[src/rtl/fpu_ex_stage.sv]
// fpu_ex_stage: multi-cycle FADD/FSUB/FMUL execute unit (IEEE-754 single).
// Define FPU_ROUND_RNE_EN for round-to-nearest-even in PACK; default truncates.
module fpu_ex_stage #(
    parameter int MAX_NORM_SHIFT      = 26,
    parameter bit RESULT_ON_IDLE_ZERO = 1'b1
) (
    input  logic        clk,
    input  logic        rst,
    input  logic        EXvalid,
    output logic        EXready,
    input  logic [4:0]  EXFALUop,
    input  logic [4:0]  EXfRd,
    input  logic        EXfregWrite,
    input  logic [7:0]  EXexpDiff,
    input  logic        EXsign,
    input  logic        EXhidemax,
    input  logic        EXhidemin,
    input  logic [31:0] EXFloatMAX,
    input  logic [31:0] EXFloatMIN,
    output logic        WBvalid,
    output logic        WBfregWrite,
    output logic [4:0]  WBfRd,
    output logic [31:0] WBresult
);
    typedef enum logic [2:0] {IDLE, ALIGN, CALC, NORM, PACK} state_t;
    localparam int CW = $clog2(MAX_NORM_SHIFT + 1);

    state_t             state;
    logic [31:0]        fmax, fmin;
    logic [7:0]         ediff;
    logic               is_mul, msign, hmax, hmin;
    logic [4:0]         frd;
    logic               fregw;
    logic [26:0]        ma, mb, m;
    logic signed [9:0]  e;
    logic               sgn;
    logic [CW-1:0]      cnt;

    logic [26:0]        mmin0, align_b;
    logic [53:0]        sh;
    logic [47:0]        prod;
    logic [27:0]        sum;
    logic [26:0]        calc_m;
    logic signed [9:0]  calc_e;
    logic               calc_s;
    logic               norm_shift, norm_done, rnd_up;
    logic [26:0]        norm_m;
    logic signed [9:0]  norm_e, er;
    logic [CW-1:0]      norm_cnt;
    logic [24:0]        mr;
    logic [31:0]        norm_res, pack_val;
    logic               to_pack, wb_we;
    logic [4:0]         wb_rd;

    always_comb begin
        mmin0 = {hmin, fmin[22:0], 3'b000};
        sh    = {mmin0, 27'b0} >> ediff;
        if (ediff >= 8'd27) align_b = {26'b0, |mmin0};
        else                align_b = {sh[53:28], sh[27] | (|sh[26:0])};
    end

    always_comb begin
        prod   = {24'b0, hmax, fmax[22:0]} * {24'b0, hmin, fmin[22:0]};
        calc_e = $signed({2'b00, fmax[30:23]});
        calc_s = fmax[31];
        if (is_mul) begin
            calc_e = calc_e + $signed({2'b00, fmin[30:23]}) - 10'sd127;
            calc_s = msign;
            sum    = {prod[47:21], |prod[20:0]};
        end else if (fmax[31] ^ fmin[31]) begin
            sum = {1'b0, ma} - {1'b0, mb};
        end else begin
            sum = {1'b0, ma} + {1'b0, mb};
        end
        // carry out: renormalize right, folding the lost bit into sticky
        if (sum[27]) begin
            calc_m = {sum[27:2], sum[1] | sum[0]};
            calc_e = calc_e + 10'sd1;
        end else begin
            calc_m = sum[26:0];
        end
    end

    always_comb begin
        norm_shift = !m[26] && (e > 10'sd1) && (cnt < CW'(MAX_NORM_SHIFT));
        norm_m     = norm_shift ? {m[25:0], 1'b0} : m;
        norm_e     = norm_shift ? e - 10'sd1 : e;
        norm_cnt   = norm_shift ? cnt + CW'(1) : cnt;
        norm_done  = !norm_shift || norm_m[26] || (norm_e <= 10'sd1) ||
                     (norm_cnt >= CW'(MAX_NORM_SHIFT));
    end

`ifdef FPU_ROUND_RNE_EN
    assign rnd_up = norm_m[2] & (norm_m[1] | norm_m[0] | norm_m[3]);
`else
    assign rnd_up = 1'b0;
`endif

    always_comb begin
        mr = {1'b0, norm_m[26:3]} + {24'b0, rnd_up};
        er = norm_e;
        if (mr[24]) begin
            mr = mr >> 1;
            er = er + 10'sd1;
        end
        if (norm_e <= 10'sd0 || (norm_e == 10'sd1 && !norm_m[26]))
            norm_res = {sgn, 31'b0};
        else if (er >= 10'sd255)
            norm_res = {sgn, 8'hFF, 23'b0};
        else
            norm_res = {sgn, er[7:0], mr[22:0]};
    end

    always_comb begin
        to_pack  = 1'b0;
        pack_val = '0;
        wb_rd    = frd;
        wb_we    = fregw;
        unique case (state)
            IDLE: begin
                to_pack  = EXvalid && EXready && (EXFALUop > 5'd2);
                pack_val = EXFloatMAX;
                wb_rd    = EXfRd;
                wb_we    = EXfregWrite;
            end
            CALC: begin
                to_pack  = (fmax[30:23] == 8'hFF);
                pack_val = fmax;
            end
            NORM: begin
                to_pack  = (m == '0) || norm_done;
                pack_val = (m == '0) ? 32'b0 : norm_res;
            end
            default: ;
        endcase
    end

    always_ff @(posedge clk or posedge rst) begin
        if (rst) begin
            state       <= IDLE;
            EXready     <= 1'b1;
            WBvalid     <= 1'b0;
            WBfregWrite <= 1'b0;
            WBfRd       <= '0;
            WBresult    <= '0;
            fmax        <= '0;
            fmin        <= '0;
            ediff       <= '0;
            is_mul      <= 1'b0;
            msign       <= 1'b0;
            hmax        <= 1'b0;
            hmin        <= 1'b0;
            frd         <= '0;
            fregw       <= 1'b0;
            ma          <= '0;
            mb          <= '0;
            m           <= '0;
            e           <= '0;
            sgn         <= 1'b0;
            cnt         <= '0;
        end else begin
            unique case (state)
                IDLE: if (EXvalid && EXready) begin
                    fmax    <= EXFloatMAX;
                    fmin    <= EXFloatMIN;
                    ediff   <= EXexpDiff;
                    is_mul  <= (EXFALUop == 5'd2);
                    msign   <= EXsign;
                    hmax    <= EXhidemax;
                    hmin    <= EXhidemin;
                    frd     <= EXfRd;
                    fregw   <= EXfregWrite;
                    EXready <= 1'b0;
                    state   <= (EXFALUop <= 5'd2) ? ALIGN : PACK;
                end
                ALIGN: begin
                    ma    <= {hmax, fmax[22:0], 3'b000};
                    mb    <= align_b;
                    state <= CALC;
                end
                CALC: begin
                    m     <= calc_m;
                    e     <= calc_e;
                    sgn   <= calc_s;
                    cnt   <= '0;
                    state <= to_pack ? PACK : NORM;
                end
                NORM: begin
                    m   <= norm_m;
                    e   <= norm_e;
                    cnt <= norm_cnt;
                    if (to_pack) state <= PACK;
                end
                PACK: begin
                    state       <= IDLE;
                    EXready     <= 1'b1;
                    WBvalid     <= 1'b0;
                    WBfregWrite <= 1'b0;
                    if (RESULT_ON_IDLE_ZERO) WBresult <= '0;
                end
                default: state <= IDLE;
            endcase
            if (to_pack) begin
                WBvalid     <= 1'b1;
                WBresult    <= pack_val;
                WBfRd       <= wb_rd;
                WBfregWrite <= wb_we;
            end
        end
    end
endmodule

[config.mk]
export PLATFORM = sky130hd
export DESIGN_NAME = fpu_ex_stage
export DESIGN_NICKNAME = d
export VERILOG_FILES = /design/src/rtl/fpu_ex_stage.sv
export SDC_FILE = /design/constraint.sdc
export NUM_CORES = 2
export LEC_CHECK = 0
export CORE_ASPECT_RATIO = 0.7
export CORE_MARGIN = 4
export CORE_UTILIZATION = 50
export DETAILED_ROUTE_END_ITERATION = 7
export PLACE_DENSITY_LB_ADDON = 0.05
export SLEW_MARGIN = 20
export SYNTH_ARGS = -nofsm -noshare
export SYNTH_HDL_FRONTEND = slang
export SYNTH_SLANG_ARGS = --single-unit
[constraint.sdc]
create_clock -name clk -period 17.3 [get_ports clk]
set_clock_uncertainty 0.05 [all_clocks]
set_input_delay 4.325 -clock clk [delete_from_list [all_inputs] [get_ports clk]]
set_output_delay 4.325 -clock clk [all_outputs]
set_load 0.005 [all_outputs]
### Word-level counts from Yosys, hierarchy flattened

Cells that the tools add are included.

| word-level totals | value |
|---|---|
| output and inout bits | 40 |
| flip-flop bits (word level) | 219 |
| input port bits | 89 |
| logic and storage cells | 110 |

| cells by class | value |
|---|---|
| $add $sub $neg | 7 |
| reductions and logical operators | 25 |
| equal/unequal tests | 10 |
| bitwise logic cells | 3 |
| $mul | 1 |
| shift-type cells | 1 |
| multiplexer cells | 32 |
| order comparisons | 9 |

Operators with widths:

| cell | count |
|---|---|
| two-way mux 32 bit | 3 |
| one-hot mux 32 bit (3 select lines) | 1 |
| two-way mux 27 bit | 3 |
| two-way mux 31 bit | 2 |
| two-way mux 28 bit | 2 |
| one-hot mux 27 bit (2 select lines) | 1 |
| right shift 54 x 8 -> 54 bit | 1 |
| multiplier 24 x 24 -> 48 bit | 1 |
| two-way mux 10 bit | 3 |
| adder 27 x 27 -> 28 bit | 1 |
| subtractor 27 x 27 -> 28 bit | 1 |
| zero test 27 bit | 1 |
| OR reduction 27 bit | 1 |
| OR reduction 24 bit | 1 |
| OR reduction 21 bit | 1 |
| one-hot mux 10 bit (2 select lines) | 1 |
| two-way mux 3 bit | 4 |
| one-hot mux 3 bit (4 select lines) | 1 |
| adder 10 x 2 -> 10 bit, second input constant | 1 |
| == test 10 x 2 -> 1 bit, second input constant | 1 |
| greater-or-equal comparator 10 x 9 -> 1 bit, second input constant | 1 |
| > comparator 10 x 2 -> 1 bit, second input constant | 1 |
| less-or-equal comparator 10 x 1 -> 1 bit, second input constant | 1 |
| less-or-equal comparator 10 x 2 -> 1 bit, second input constant | 1 |
| 28 further kinds | 53 |

### Longest topological paths before layout

| depth | value |
|---|---|
| word-level depth | 11 |
| depth in mapped cells | 31 |
| gate-level depth less buffers | 27 |

### Least setup slack after synthesis

No wires, ideal clock.

| timing path | value |
|---|---|
| kind | reg2reg |
| from | register fmin[3] |
| to | register m[17] |
| required time | 17.118 ns |
| slack | 9.903 ns |
| clock period less this slack | 7.397 ns |
| path buffers | 4 |
| setup time | 0.132 ns |
| stages on the path, launching flop included | 30 |
| arrival | 7.216 ns |
| cell sequence | dfrtp_1 -> clkbuf_1 -> buf_1 -> nand2_1 -> fa_1 -> inv_1 -> fa_1 -> inv_1 -> fa_1 -> fa_1 -> inv_1 -> fa_1 -> fa_1 -> inv_1 -> fa_1 -> inv_1 -> ha_1 -> clkbuf_1 -> a21oi_1 -> o21ai_0 -> a311oi_1 -> inv_1 -> o2bb2ai_1 -> o221ai_1 -> a21oi_1 -> o31ai_2 -> nand2_1 -> buf_2 -> a221oi_1 -> o21ai_1 |

| between the ends | value |
|---|---|
| longest elaborated chain between the ends | 4 |

Ends and longest elaborated chain:

| element | line | source |
|---|---|---|
| start, declared | 29 | `logic [31:0] fmax, fmin;` |
| start signal, assigned | 165 | `fmin <= EXFloatMIN;` |
| multiplier 24 x 24 -> 48 bit | 63 | `prod = {24'b0, hmax, fmax[22:0]} * {24'b0, hmin, fmin[22:0]};` |
| two-way mux 28 bit | 66 | `if (is_mul) begin` |
| two-way mux 27 bit | 76 | `if (sum[27]) begin` |
| one-hot mux 27 bit (2 select lines) | 162 | `unique case (state)` |
| end signal, assigned | 182 | `m <= calc_m;` |
| end signal, assigned | 189 | `m <= norm_m;` |
| end, declared | 34 | `logic [26:0] ma, mb, m;` |

No other way between the ends.
A chain may end at the register's enable or synchronous reset.

### Worst setup path in the final report

| timing path | value |
|---|---|
| from | register fmin[7] |
| to | register m[0] |

| between the ends | value |
|---|---|
| longest elaborated chain between the ends | 6 |

Ends and longest elaborated chain:

| element | line | source |
|---|---|---|
| multiplier 24 x 24 -> 48 bit * | 63 |  |
| OR reduction 21 bit | 69 | `sum = {prod[47:21], \|prod[20:0]};` |
| two-way mux 28 bit * | 66 |  |
| OR 1 bit | 77 | `calc_m = {sum[27:2], sum[1] \| sum[0]};` |
| two-way mux 27 bit * | 76 |  |
| one-hot mux 27 bit (2 select lines) * | 162 |  |

Every way passes the cells marked *; elsewhere a longest branch is shown, timed or not.

==> summary.json <==
{
  "status": {
    "status": "finished, violations left",
    "failed_checks": "DRC"
  },
  "sta": {
    "finalSetupViolations": 0,
    "worst-slew-pin-transition_ns": 1.17,
    "max-slew-margin-rel": 0.219,
    "maxClockFrequency_ghz": 0.108,
    "whs_ns": 0.421,
    "rsz0062_at_grt": "no",
    "report.final.slew_viol_count": 0,
    "final.period_utilization": 0.533,
    "final_hold_viol_count": 0,
    "final.setup.tns_ns": 0,
    "fin_crit_ns": 9.23
  },
  "place": {
    "place.port_buffers": 128,
    "dp_hpwl_um": 85500,
    "gp_routability_congestion": 0.957
  },
  "yosys": {
    "post_synthesis_register_bit_count": 219,
    "main_combinational_cell_family_by_area_after_synthesis": "adder cells",
    "post_synth_inst_count": 4113,
    "share_of_the_yosys_chip_area_belonging_to_registers": 0.160,
    "synth.distinct_cells": 91,
    "synth-adder-area-share": 0.372,
    "synthesized_area_divided_by_synthesized_cell_count_um2": 8.31,
    "synth-warning-count": 0,
    "share_of_the_synthesized_netlist_area_taken_by_xor_and_xnor_gates": 0.0195,
    "synthFlopType": "sky130_fd_sc_hd__dfrtp_1",
    "synth_compound_area_frac": 0.122,
    "syn_area_um2": 34200,
    "synthSimpleGateAreaFrac": 0.200,
    "synth_enable_flop_cells": 0,
    "synth_fp_nets": 4928,
    "postSynth.asyncResetShare": 1.00,
    "synth_mux_area_frac": 0.0274
  },
  "drt": {
    "final_antenna_net_count": 0,
    "drcViolationCount": 3,
    "detail_route.wl_per_cell_um": 22.9,
    "via_count": 29029,
    "avg_vias_per_cell": 5.82,
    "drtPass1Iterations": 8,
    "detail_route.wirelength_um": 114000,
    "drt_first_iter_violations": 2844
  },
  "clock_network": {
    "clock_sink_count": 219,
    "clockRootBuffer": "sky130_fd_sc_hd__clkbuf_16",
    "number_of_clock_buffers_inserted_by_tritoncts": 27,
    "cts_tree": "built",
    "cts_hold_buffers": 0,
    "h-tree-depth": 1,
    "post-cts-setup-buffer-count": 0,
    "cts_resized": 0,
    "clock_transition_at_path_regs_ns": 0.07,
    "clock_insertion_delay_worst_skew_ns": 0.60,
    "max-clock-path-buffers": 3
  },
  "setup_path": {
    "reg2reg_to": "m[0]",
    "timing.reg2reg.setup_slack_ns": 8.07,
    "startpoint": "fmin[7]",
    "critPathCaptureType": "register",
    "cp_max_fo": 28,
    "critical_path_class": "register to register",
    "arrival_ns": 9.67,
    "crit_path_start_kind": "register",
    "timing.rr.start": "fmin[7]",
    "worstRegToRegCells": 25,
    "required_ns": 17.74
  },
  "grt": {
    "grt_pass1_vias": 28576,
    "global_route.peak_usage_layer": "met1",
    "grt_util_met1": 0.498,
    "gr-usage-all-layers": 0.319,
    "grt_util_met3": 0.0927,
    "grt_antenna_before_repair": 2,
    "met2_routing_resource_usage_after_global_routing": 0.431,
    "largest_net_degree_at_the_start_of_global_routing": 99,
    "globalRoute.totalOverflow": 0,
    "grt_first_pass_wirelength_um": 177000
  },
  "finish": {
    "diodes": 0,
    "layout-drive-gt1-share": 0.0427,
    "fillerInstances": 6388,
    "fin_nets": 4897,
    "syn2layout_area_growth_pct": 8.48
  },
  "floorplanning": {
    "core_area_um2": 67100,
    "start_util": 0.509,
    "num_rows": 79,
    "top_level_ports": 129,
    "area_enclosed_by_the_die_boundary_um2": 72700,
    "die_width_um": 321,
    "die_height_um": 227
  },
  "min_path": {
    "hold_class": "register to register",
    "holdPathEnd": "frd[1]",
    "timing.hold.worst.start": "frd[1]",
    "worstHoldPathCells": 2
  },
  "flow_run": {
    "maxCapViolCount": 0
  }
}
## flip-flops by register name (all words and copies together) (netlist names), 3 cells and up
signal	count
WBfRd	5
m	27
frd	5
fmax	32
ma	24
state	3
ediff	8
mb	27
WBresult	32
cnt	5
fmin	32
e	10
## layout by cell type (no fill, tap or decap), types with 7 or more instances in the layout
cell                              netlist  layout
sky130_fd_sc_hd__ha_1                 242     242
sky130_fd_sc_hd__a211oi_1              28      28
sky130_fd_sc_hd__o21ai_0              105     105
sky130_fd_sc_hd__a31oi_1               27      26
sky130_fd_sc_hd__o21bai_1               9       9
sky130_fd_sc_hd__nor2b_1               16      16
sky130_fd_sc_hd__dfrtp_1              218     217
sky130_fd_sc_hd__nand3_1               47      46
sky130_fd_sc_hd__and3_1                19      18
sky130_fd_sc_hd__o21ai_1                7       7
sky130_fd_sc_hd__nor4_1                26      25
sky130_fd_sc_hd__a21o_1                33      33
sky130_fd_sc_hd__buf_4                  0      75
sky130_fd_sc_hd__o211ai_1              22      22
sky130_fd_sc_hd__mux4_2                 8       8
sky130_fd_sc_hd__a21oi_1              238     238
sky130_fd_sc_hd__clkbuf_8               0       7
sky130_fd_sc_hd__a22oi_1                8       8
sky130_fd_sc_hd__a221oi_1               7       7
sky130_fd_sc_hd__and2_1               294     293
sky130_fd_sc_hd__xnor2_1               48      47
sky130_fd_sc_hd__o21a_1                13      13
sky130_fd_sc_hd__a222oi_1              27      27
sky130_fd_sc_hd__nor2_1               129     128
sky130_fd_sc_hd__mux2_2                 9       9
sky130_fd_sc_hd__mux2i_1               64      64
sky130_fd_sc_hd__nand2_1              794     794
sky130_fd_sc_hd__xor2_1                28      27
sky130_fd_sc_hd__nand2b_1              18      18
sky130_fd_sc_hd__nor3_1                46      44
sky130_fd_sc_hd__clkbuf_16              0      27
sky130_fd_sc_hd__clkdlybuf4s50_1        0     128
sky130_fd_sc_hd__o311ai_0               7       7
sky130_fd_sc_hd__or3_1                 15      15
sky130_fd_sc_hd__o31ai_1               13      13
sky130_fd_sc_hd__nand4_1               17      17
sky130_fd_sc_hd__o22ai_1               27      27
sky130_fd_sc_hd__fa_1                 484     484
sky130_fd_sc_hd__inv_1                635     634
## logic make-up after synthesis
family,after synthesis
multiplexers,82
adder cells (fa/ha/maj),726
AND/OR/NAND/NOR,1460
XOR/XNOR,76
AO/OA/AOI/OAI,650
flip-flops,219
buffers and inverters,900
## stage by stage
| stage | utilization | worst slack [ns] | instance area, um2 | cells |
|---|---|---|---|---|
| final | 0.553 | 8.07 | 37100 | 4992 |
| after global routing | 0.553 | 7.65 | 37100 | 4992 |
| after CTS | 0.553 | 8.21 | 37100 | 4992 |
| after detailed placement | 0.540 | 8.22 | 36200 | 4944 |
| after global placement | 0.540 | 8.51 | 36200 | 4944 |
| after floorplan | - | 6.93 | 34200 | 4113 |
## how the worst max path moves through the flow
| stage | to | slack [ns] | depth (start not counted) |
|---|---|---|---|
| 3_3_place_gp | m[2] | 8.51 | 24 |
| 3_5_place_dp | m[0] | 8.22 | 26 |
| 4_1_cts | m[0] | 8.21 | 26 |
| 2_1_floorplan | WBfRd[0] | 6.93 | 1 |
| 5_1_grt | m[0] | 7.65 | 26 |
| 6_report | m[0] | 8.07 | 25 |
## synthesized netlist by cell type, types with 24 or more instances
| cell | number | area, um2 |
|---|---|---|
| sky130_fd_sc_hd__a211oi_1 | 28 | 210 |
| sky130_fd_sc_hd__a21o_1 | 33 | 248 |
| sky130_fd_sc_hd__a21oi_1 | 238 | 1190 |
| sky130_fd_sc_hd__a222oi_1 | 27 | 270 |
| sky130_fd_sc_hd__a31oi_1 | 27 | 169 |
| sky130_fd_sc_hd__and2_1 | 294 | 1840 |
| sky130_fd_sc_hd__buf_1 | 24 | 90.1 |
| sky130_fd_sc_hd__clkbuf_1 | 229 | 860 |
| sky130_fd_sc_hd__dfrtp_1 | 218 | 5460 |
| sky130_fd_sc_hd__fa_1 | 484 | 9690 |
| sky130_fd_sc_hd__ha_1 | 242 | 3030 |
| sky130_fd_sc_hd__inv_1 | 635 | 2380 |
| sky130_fd_sc_hd__mux2i_1 | 64 | 641 |
| sky130_fd_sc_hd__nand2_1 | 794 | 2980 |
| sky130_fd_sc_hd__nand3_1 | 47 | 235 |
| sky130_fd_sc_hd__nor2_1 | 129 | 484 |
| sky130_fd_sc_hd__nor3_1 | 46 | 230 |
| sky130_fd_sc_hd__nor4_1 | 26 | 163 |
| sky130_fd_sc_hd__o21ai_0 | 105 | 526 |
| sky130_fd_sc_hd__o22ai_1 | 27 | 169 |
| sky130_fd_sc_hd__xnor2_1 | 48 | 420 |
| sky130_fd_sc_hd__xor2_1 | 28 | 245 |
## cell type report
| cell class | instances | area [um2] | share of cell area |
|---|---|---|---|
| multi-input combinational | 2994 | 25400 | 0.684 |
| sequential | 219 | 5480 | 0.148 |
| timing repair buffer | 203 | 1840 | 0.0497 |
| tap | 891 | 1110 | 0.0301 |
| inverter | 637 | 2400 | 0.0647 |
| clock inverter | 10 | 91.3 | 0.00246 |
| clock buffer | 38 | 787 | 0.0212 |
## layer usage
metal | part of all wire | up-vias
li1 | - | 13083
met1 | 0.48 | 14415
met2 | 0.38 | 1390
met3 | 0.11 | 139
met4 | 0.028 | 2
met5 | 0.000070 | -
## critical path, stage by stage, from the launching register on
cell,delay [ns]
sky130_fd_sc_hd__dfrtp_1,1.12
sky130_fd_sc_hd__and2_1,0.27
sky130_fd_sc_hd__fa_1,0.45
sky130_fd_sc_hd__fa_1,0.52
sky130_fd_sc_hd__inv_1,0.05
sky130_fd_sc_hd__fa_1,0.47
sky130_fd_sc_hd__fa_1,0.52
sky130_fd_sc_hd__inv_1,0.05
sky130_fd_sc_hd__fa_1,0.48
sky130_fd_sc_hd__fa_1,0.51
sky130_fd_sc_hd__inv_1,0.05
sky130_fd_sc_hd__fa_1,0.47
sky130_fd_sc_hd__inv_1,0.04
sky130_fd_sc_hd__ha_1,0.40
sky130_fd_sc_hd__a21oi_1,0.29
sky130_fd_sc_hd__o21ai_0,0.16
sky130_fd_sc_hd__a311oi_1,0.32
sky130_fd_sc_hd__inv_1,0.15
sky130_fd_sc_hd__o2bb2ai_1,0.18
sky130_fd_sc_hd__o221ai_1,0.40
sky130_fd_sc_hd__a21oi_1,0.22
sky130_fd_sc_hd__o31a_1,0.51
sky130_fd_sc_hd__nor2_1,0.73
sky130_fd_sc_hd__buf_4,0.35
sky130_fd_sc_hd__nor3_1,0.08
sky130_fd_sc_hd__a211o_1,0.27
Power is not shown: default switching activity piles up to over one toggle a cycle in this logic, so the estimate is an artifact.
